`config.mk`:
```
export PLATFORM = sky130hd
export DESIGN_NAME = tlc
export DESIGN_NICKNAME = d
export VERILOG_FILES = /design/src/rtl/tlc.sv
export SDC_FILE = /design/constraint.sdc
export NUM_CORES = 1
export LEC_CHECK = 0
export ABC_AREA = 1
export CAP_MARGIN = 10
export CELL_PAD_IN_SITES_DETAIL_PLACEMENT = 1
export CELL_PAD_IN_SITES_GLOBAL_PLACEMENT = 2
export CORE_AREA = 2 2 39 41
export DETAILED_ROUTE_END_ITERATION = 6
export DIE_AREA = 0 0 41 43
export PLACE_DENSITY_LB_ADDON = 0.2
export SLEW_MARGIN = 20
export SYNTH_ARGS = -nofsm -noshare
export SYNTH_HDL_FRONTEND = slang
export SYNTH_SLANG_ARGS = --single-unit
```
`constraint.sdc`:
```
create_clock -name CLK -period 2.7 [get_ports CLK]
set_clock_uncertainty 0.1 [all_clocks]
set_input_delay 0.405 -clock CLK [delete_from_list [all_inputs] [get_ports CLK]]
set_output_delay 0.405 -clock CLK [all_outputs]
set_load 0.005 [all_outputs]
```
`src/rtl/tlc.sv`:
```
// Two-road traffic light controller: six-state Moore FSM that sequences road A and
// road B through green, yellow and all-red, holding each green while its sensor is set.
module tlc (
  input  logic       CLK,
  input  logic       RESET_N,
  input  logic       Ta,
  input  logic       Tb,
  output logic       ALRED,
  output logic       ALYELLOW,
  output logic       ALGREEN,
  output logic       BLRED,
  output logic       BLYELLOW,
  output logic       BLGREEN,
  output logic [2:0] state_dbg
);

  localparam logic [2:0] S0 = 3'd0;  // A green,  B red
  localparam logic [2:0] S1 = 3'd1;  // A yellow, B red
  localparam logic [2:0] S2 = 3'd2;  // all red, handing over to B
  localparam logic [2:0] S3 = 3'd3;  // A red,    B green
  localparam logic [2:0] S4 = 3'd4;  // A red,    B yellow
  localparam logic [2:0] S5 = 3'd5;  // all red, handing back to A

  logic [2:0] state_q;
  logic [2:0] state_d;

  always_ff @(posedge CLK or negedge RESET_N) begin
    if (!RESET_N) begin
      state_q <= S0;
    end else begin
      state_q <= state_d;
    end
  end

  // Only the two green states look at a sensor; every other state is a single cycle.
  always_comb begin
    state_d = S0;
    case (state_q)
      S0:      state_d = Ta ? S0 : S1;
      S1:      state_d = S2;
      S2:      state_d = S3;
      S3:      state_d = Tb ? S3 : S4;
      S4:      state_d = S5;
      S5:      state_d = S0;
      default: state_d = S0;
    endcase
  end

  // Lamps decode from the state register alone; illegal codes show all-red.
  always_comb begin
    ALRED    = 1'b1;
    ALYELLOW = 1'b0;
    ALGREEN  = 1'b0;
    BLRED    = 1'b1;
    BLYELLOW = 1'b0;
    BLGREEN  = 1'b0;
    case (state_q)
      S0: begin
        ALRED   = 1'b0;
        ALGREEN = 1'b1;
      end
      S1: begin
        ALRED    = 1'b0;
        ALYELLOW = 1'b1;
      end
      S3: begin
        BLRED   = 1'b0;
        BLGREEN = 1'b1;
      end
      S4: begin
        BLRED    = 1'b0;
        BLYELLOW = 1'b1;
      end
      default: begin
        ALRED = 1'b1;
        BLRED = 1'b1;
      end
    endcase
  end

  assign state_dbg = state_q;

endmodule

```
==> run_results.csv, run 1 <==
group,metric,value,unit
outcome,status,"complete, no violations",
cells_and_area,drive_gt1_share,17.5,%
power_and_ir_drop,switchingPower,0.159,mW
route,avgRoutedWirePerCell,9.63,um
power_and_ir_drop,vdd_drop_max,0.306,mV
cells_and_area,fin_cells,56,
power_and_ir_drop,power.share.combinational,57.9,%
worst_setup_path,crit_fanout,6,
sta,tightest_slew,0.217,ns
global_route,grt_pass1_vias,203,
power_and_ir_drop,power,0.436,mW
floorplan,io_pins,13,
power_and_ir_drop,clock_power_share,17.6,%
synthesis,syn_area,174,um^2
cts,clk_latency,0.23,ns
cells_and_area,final_core_util,24.6,%
cells_and_area,multi_input_area,83.8,um^2
synthesis,synthTopCellsByArea,"dfrtp_1 43%, nand2_1 11%, nor2_1 11%, nand3b_1 8.6%, nand2_2 7.2%",
worst_setup_path,path_class,"register to primary output",
sta,setup_viol_count_final,0,
floorplan,chipWidth,41,um
power_and_ir_drop,powerDensity,1280,nW/um^2
placed_design,place_hpwl,440,um
cts,post_cts_resized,0,
cts,numCtsBuffers,3,
global_route,grt_pass1_wl,855,um
sta,grt_setup_unrepaired,"false",
power_and_ir_drop,p_seq_share,24.6,%
floorplan,fp-row-count,14,
power_and_ir_drop,sw_frac_of_total,36.5,%
cells_and_area,final_area,340,um^2
worst_setup_path,startpoint_type,"register",
sta,whs,0.253,ns
cts,clock_sinks,3,
sta,fin_tns_setup,0,ns
sta,fmax,494,MHz
sta,fin_crit_sh,75.0,%
placed_design,io_buffers,12,
cts,clk_path_buf_depth,2,
global_route,grt_max_degree,7,
synthesis,netlist_instances,24,
placed_design,gp_congestion,0.652,
floorplan,dieArea,1760,um^2
route,drtAntennaViolNets,0,
placed_design,dpl_cell_area,314,um^2
route,drt-pass1-iter-count,1,
floorplan,core,1380,um^2
cells_and_area,seqCellArea,75.1,um^2
cts,cts_tree,"yes",
cells_and_area,syn_to_final_growth,95.7,%
worst_setup_path,endpoint_kind,"primary output",
route,drc_errors,0,
route,viasPerCell,3.66,
cells_and_area,final_nets,45,
sta,hold_viol_final,0,
worst_setup_path,required,2.19,ns
sta,drv_slew,0,
placed_design,placedCellCount,52,
synthesis,synth-seq-cells,3,
global_route,antenna_found_initial,0,
cells_and_area,fill_cells,161,
synthesis,yosysTopAreaCell,"dfrtp_1",
worst_setup_path,cp.arrival,1.52,ns
power_and_ir_drop,p_leak,0.157,nW
cells_and_area,layout_common_cells,"12 x clkdlybuf4s50_1, 5 x nor2_1, 5 x nand2_1",
route,routed_wl,539,um
synthesis,synth.top_cell.area_share,43.2,%
route,drt_iter0_markers,0,
power_and_ir_drop,internal-power,0.277,mW
cts,path_clk_slew,0.04,ns
job,drv_cap,0,
synthesis,yosysWarnings,0,
synthesis,synth.yosys.seq_area_share,43.2,%
cts,postCtsHoldBufs,0,
synthesis,synth.distinct_cells,11,
floorplan,die_h,43,um
cells_and_area,largest_register_ffs,3,
cells_and_area,mostFrequentLayoutCell,"clkdlybuf4s50_1",
synthesis,syn_avg_cell_area,7.25,um^2
cells_and_area,diodes,0,
worst_hold_path,hold_class,"input port to async pin",
global_route,overflow,0,
cts,cts_setup_buffers,0,
placed_design,place_ws,0.889,ns
sta,min_period,2.03,ns
sta,slew_headroom,85.4,%
floorplan,start_util,12.6,%
synthesis,syn_nets,28,
sta,fin_ws,0.675,ns
cts,root_buffer,"clkbuf_4",
cts,htree_num_levels,1,
route,vias,205,
global_route,track_usage,7.55,%
[worst max-delay path: stages, from the launching register on]
cell and delay, ns:
dfrtp_1 0.44, nor2_1 0.17, nand2_1 0.11, inv_1 0.08
clkdlybuf4s50_1 0.49
[power groups by stage]
stage / combinational, mW / clock (mW) / sequential [mW]
global placement: 0.255 / 0 / 0.107
global route: 0.283 / 0.0880 / 0.114
CTS: 0.259 / 0.0819 / 0.110
finish: 0.252 / 0.0767 / 0.107
detailed placement: 0.259 / 0 / 0.110
floorplan: 0.0992 / 0 / 0.102
[layout make-up]
type | instances | area share [%]
Clock buffer | 4 | 7.72
Sequential cell | 3 | 22.1
Tap cell | 16 | 5.88
Inverter | 4 | 4.41
Timing Repair Buffer | 12 | 35.3
Multi-Input combinational cell | 17 | 24.6
[per-layer routing]
metal | track usage, % | wire (um)
met1 | 8.12 | 225
met2 | 10.9 | 279
met3 | 3.14 | 34
met4 | 6.00 | 0
met5 | 0 | 0
[synth_stat cells, drive strengths merged]
cell type and n:
dfrtp 3, nor2 6, o31ai 1, nand3 1, nand3b 2, inv 3
nand2 7, clkinv 1
[path summary, 6_finish.rpt]
| kind | start | to | slack [ns] | depth (start not counted) |
|---|---|---|---|---|
| max in group asynchronous | RESET_N | state_dbg[2] | 2.11 | 1 |
| min in group CLK | state_dbg[2] | state_dbg[2] | 0.51 | 1 |
| hold / removal | RESET_N | state_dbg[0] | 0.25 | 1 |
| setup reg to reg | state_dbg[0] | state_dbg[0] | 1.61 | 5 |
| setup / recovery | state_dbg[0] | BLYELLOW | 0.67 | 4 |
| hold reg to reg | state_dbg[2] | state_dbg[2] | 0.51 | 1 |
[cells by family (layout without fill, tap and decap cells)]
kind of cell / after synthesis / after routing / share of synthesized area [%]
and+or+nand+nor: 16 / 16 / 43.9
buffers and inverters: 4 / 20 / 8.63
DFF: 3 / 3 / 43.2
AOI/OAI and AO/OA: 1 / 1 / 4.32
Power figures use the tool's default switching activity.
==> run 2: changes to the inputs <==
--- a/config.mk
+++ b/config.mk
@@ -9,9 +9,8 @@
 export CAP_MARGIN = 10
 export CELL_PAD_IN_SITES_DETAIL_PLACEMENT = 1
 export CELL_PAD_IN_SITES_GLOBAL_PLACEMENT = 2
-export CORE_AREA = 2 2 39 41
+export CORE_UTILIZATION = 13
 export DETAILED_ROUTE_END_ITERATION = 6
-export DIE_AREA = 0 0 41 43
 export PLACE_DENSITY_LB_ADDON = 0.2
 export SLEW_MARGIN = 20
 export SYNTH_ARGS = -nofsm -noshare
==> constraint.sdc (replaced) <==
create_clock -name CLK -period 1.9 [get_ports CLK]
set_clock_uncertainty 0.1 [all_clocks]
set_input_delay 0.285 -clock CLK [delete_from_list [all_inputs] [get_ports CLK]]
set_output_delay 0.285 -clock CLK [all_outputs]
set_load 0.005 [all_outputs]
==> run_results.csv, run 2 (synthesis results as in run 1) <==
group,metric,value,unit
placed_design,gp_congestion,0.753,
cells_and_area,fill_cells,150,
floorplan,dieArea,1490,um^2
worst_setup_path,cp.arrival,1.44,ns
power_and_ir_drop,vdd_drop_max,0.521,mV
worst_setup_path,worstSetupStartpoint,"state_dbg[2]",
cells_and_area,mostFrequentLayoutCell,"clkdlybuf4s50_1",
cts,clock_sinks,3,
job,drv_cap,0,
power_and_ir_drop,power,0.689,mW
cts,numCtsBuffers,3,
worst_setup_path,rr_startpoint,"state_dbg[0]",
global_route,grt_pass1_vias,241,
cts,postCtsHoldBufs,0,
cts,root_buffer,"clkbuf_4",
worst_setup_path,crit_fanout,6,
sta,setup_viol_count_final,0,
worst_setup_path,startpoint_type,"register",
sta,fin_tns_setup,0,ns
global_route,track_usage,10.4,%
sta,grt_setup_unrepaired,"false",
cts,htree_num_levels,1,
cells_and_area,multi_input_area,91.3,um^2
worst_setup_path,path_class,"register to primary output",
cells_and_area,diodes,0,
route,drc_errors,0,
sta,hold_viol_final,0,
power_and_ir_drop,p_leak,0.191,nW
floorplan,die_h,38.6,um
global_route,grt_pass1_wl,931,um
floorplan,io_pins,13,
sta,fin_crit_sh,96.0,%
cells_and_area,drive_gt1_share,32.6,%
global_route,antenna_found_initial,0,
worst_setup_path,endpoint_kind,"primary output",
worst_setup_path,required,1.51,ns
route,drtAntennaViolNets,0,
sta,slew_headroom,86.9,%
sta,drv_slew,0,
global_route,met3_usage,3.47,%
placed_design,io_buffers,12,
floorplan,core,1170,um^2
cts,clk_latency,0.23,ns
cells_and_area,final_nets,48,
global_route,grt_busiest_layer,"met4",
global_route,grt_max_degree,7,
worst_setup_path,reg2reg_depth,6,
global_route,use_met2,15.0,%
floorplan,chipWidth,38.6,um
cts,clk_path_buf_depth,2,
route,vias,222,
cts,cts_tree,"yes",
route,viasPerCell,3.89,
worst_setup_path,ff2ff_setup_slack,0.77,ns
route,routed_wl,578,um
cells_and_area,largest_register_ffs,3,
worst_setup_path,r2r-end,"state_dbg[0]",
sta,min_period,1.82,ns
placed_design,place_hpwl,416,um
outcome,status,"complete, no violations",
cells_and_area,layout_common_cells,"10 x clkdlybuf4s50_1, 5 x nand2_1, 4 x nor2_1",
route,avgRoutedWirePerCell,10.1,um
cells_and_area,seqCellArea,78.8,um^2
cells_and_area,syn_to_final_growth,117,%
power_and_ir_drop,powerDensity,1830,nW/um^2
global_route,overflow,0,
floorplan,fp-row-count,12,
floorplan,start_util,14.9,%
sta,tightest_slew,0.194,ns
worst_setup_path,endpoint,"ALYELLOW",
route,drt_iter0_markers,6,
global_route,gr-usage-met1,9.44,%
worst_hold_path,hold_class,"input port to async pin",
cts,path_clk_slew,0.04,ns
sta,fmax,548,MHz
route,drt-pass1-iter-count,3,
## run 2: through the flow
stage | area (um^2) | std cells | setup slack [ns] | hold WS (ns) | util [%]
CTS | 358 | 56 | 0.0131 | 0.127 | 30.6
global placement | 312 | 50 | 0.230 | 0.372 | 26.6
global route | 377 | 57 | 0.00406 | 0.132 | 32.2
finish | 377 | 57 | 0.0751 | 0.137 | 32.2
floorplan | 174 | 24 | 0.735 | -0.111 | -
detailed placement | 312 | 50 | 0.216 | 0.382 | 26.6
## run 2: worst max-delay path, stage by stage (launching register included)
cell and delay (ns):
dfrtp_2 0.45, inv_2 0.08, nand2_1 0.05, nor2_1 0.12
clkdlybuf4s50_1 0.51
## run 2: how the worst min path moves through the flow
stage | slack, ns | start | depth (start not counted) | end
global placement | 0.37 | RESET_N | 1 | state_dbg[1]
detailed placement | 0.38 | RESET_N | 1 | state_dbg[0]
floorplan | -0.11 | RESET_N | 0 | state_dbg[0]
CTS | 0.13 | RESET_N | 1 | state_dbg[0]
finish | 0.14 | RESET_N | 1 | state_dbg[0]
global route | 0.13 | RESET_N | 1 | state_dbg[0]
## run 2: final cells by class
class / instances / share of cell area (%)
flip-flops and latches: 3 / 20.9
clock buffers: 4 / 6.98
multi-input cells: 17 / 24.3
well taps: 14 / 4.65
repair buffers: 15 / 39.2
inverters: 4 / 3.99
## run 2: metal layers
metal | vias to the layer above | share of wire (%)
li1 | 114 | -
met1 | 94 | 44
met2 | 12 | 48
met3 | 2 | 5.5
met4 | 0 | 2.1
met5 | - | 0
## run 2: what timing repair did
action                                  CTS  global route
buffers inserted                          2             1
endpoints found under the hold margin     0             0
endpoints found under the setup margin    2             4
gates resized for setup                   3             4
## run 2: power by group
part / switching (mW) / leakage, nW / internal (mW)
sequential: 0.0554 / 0.0339 / 0.103
combinational: 0.160 / 0.142 / 0.259
clock: 0.0334 / 0.0150 / 0.0787
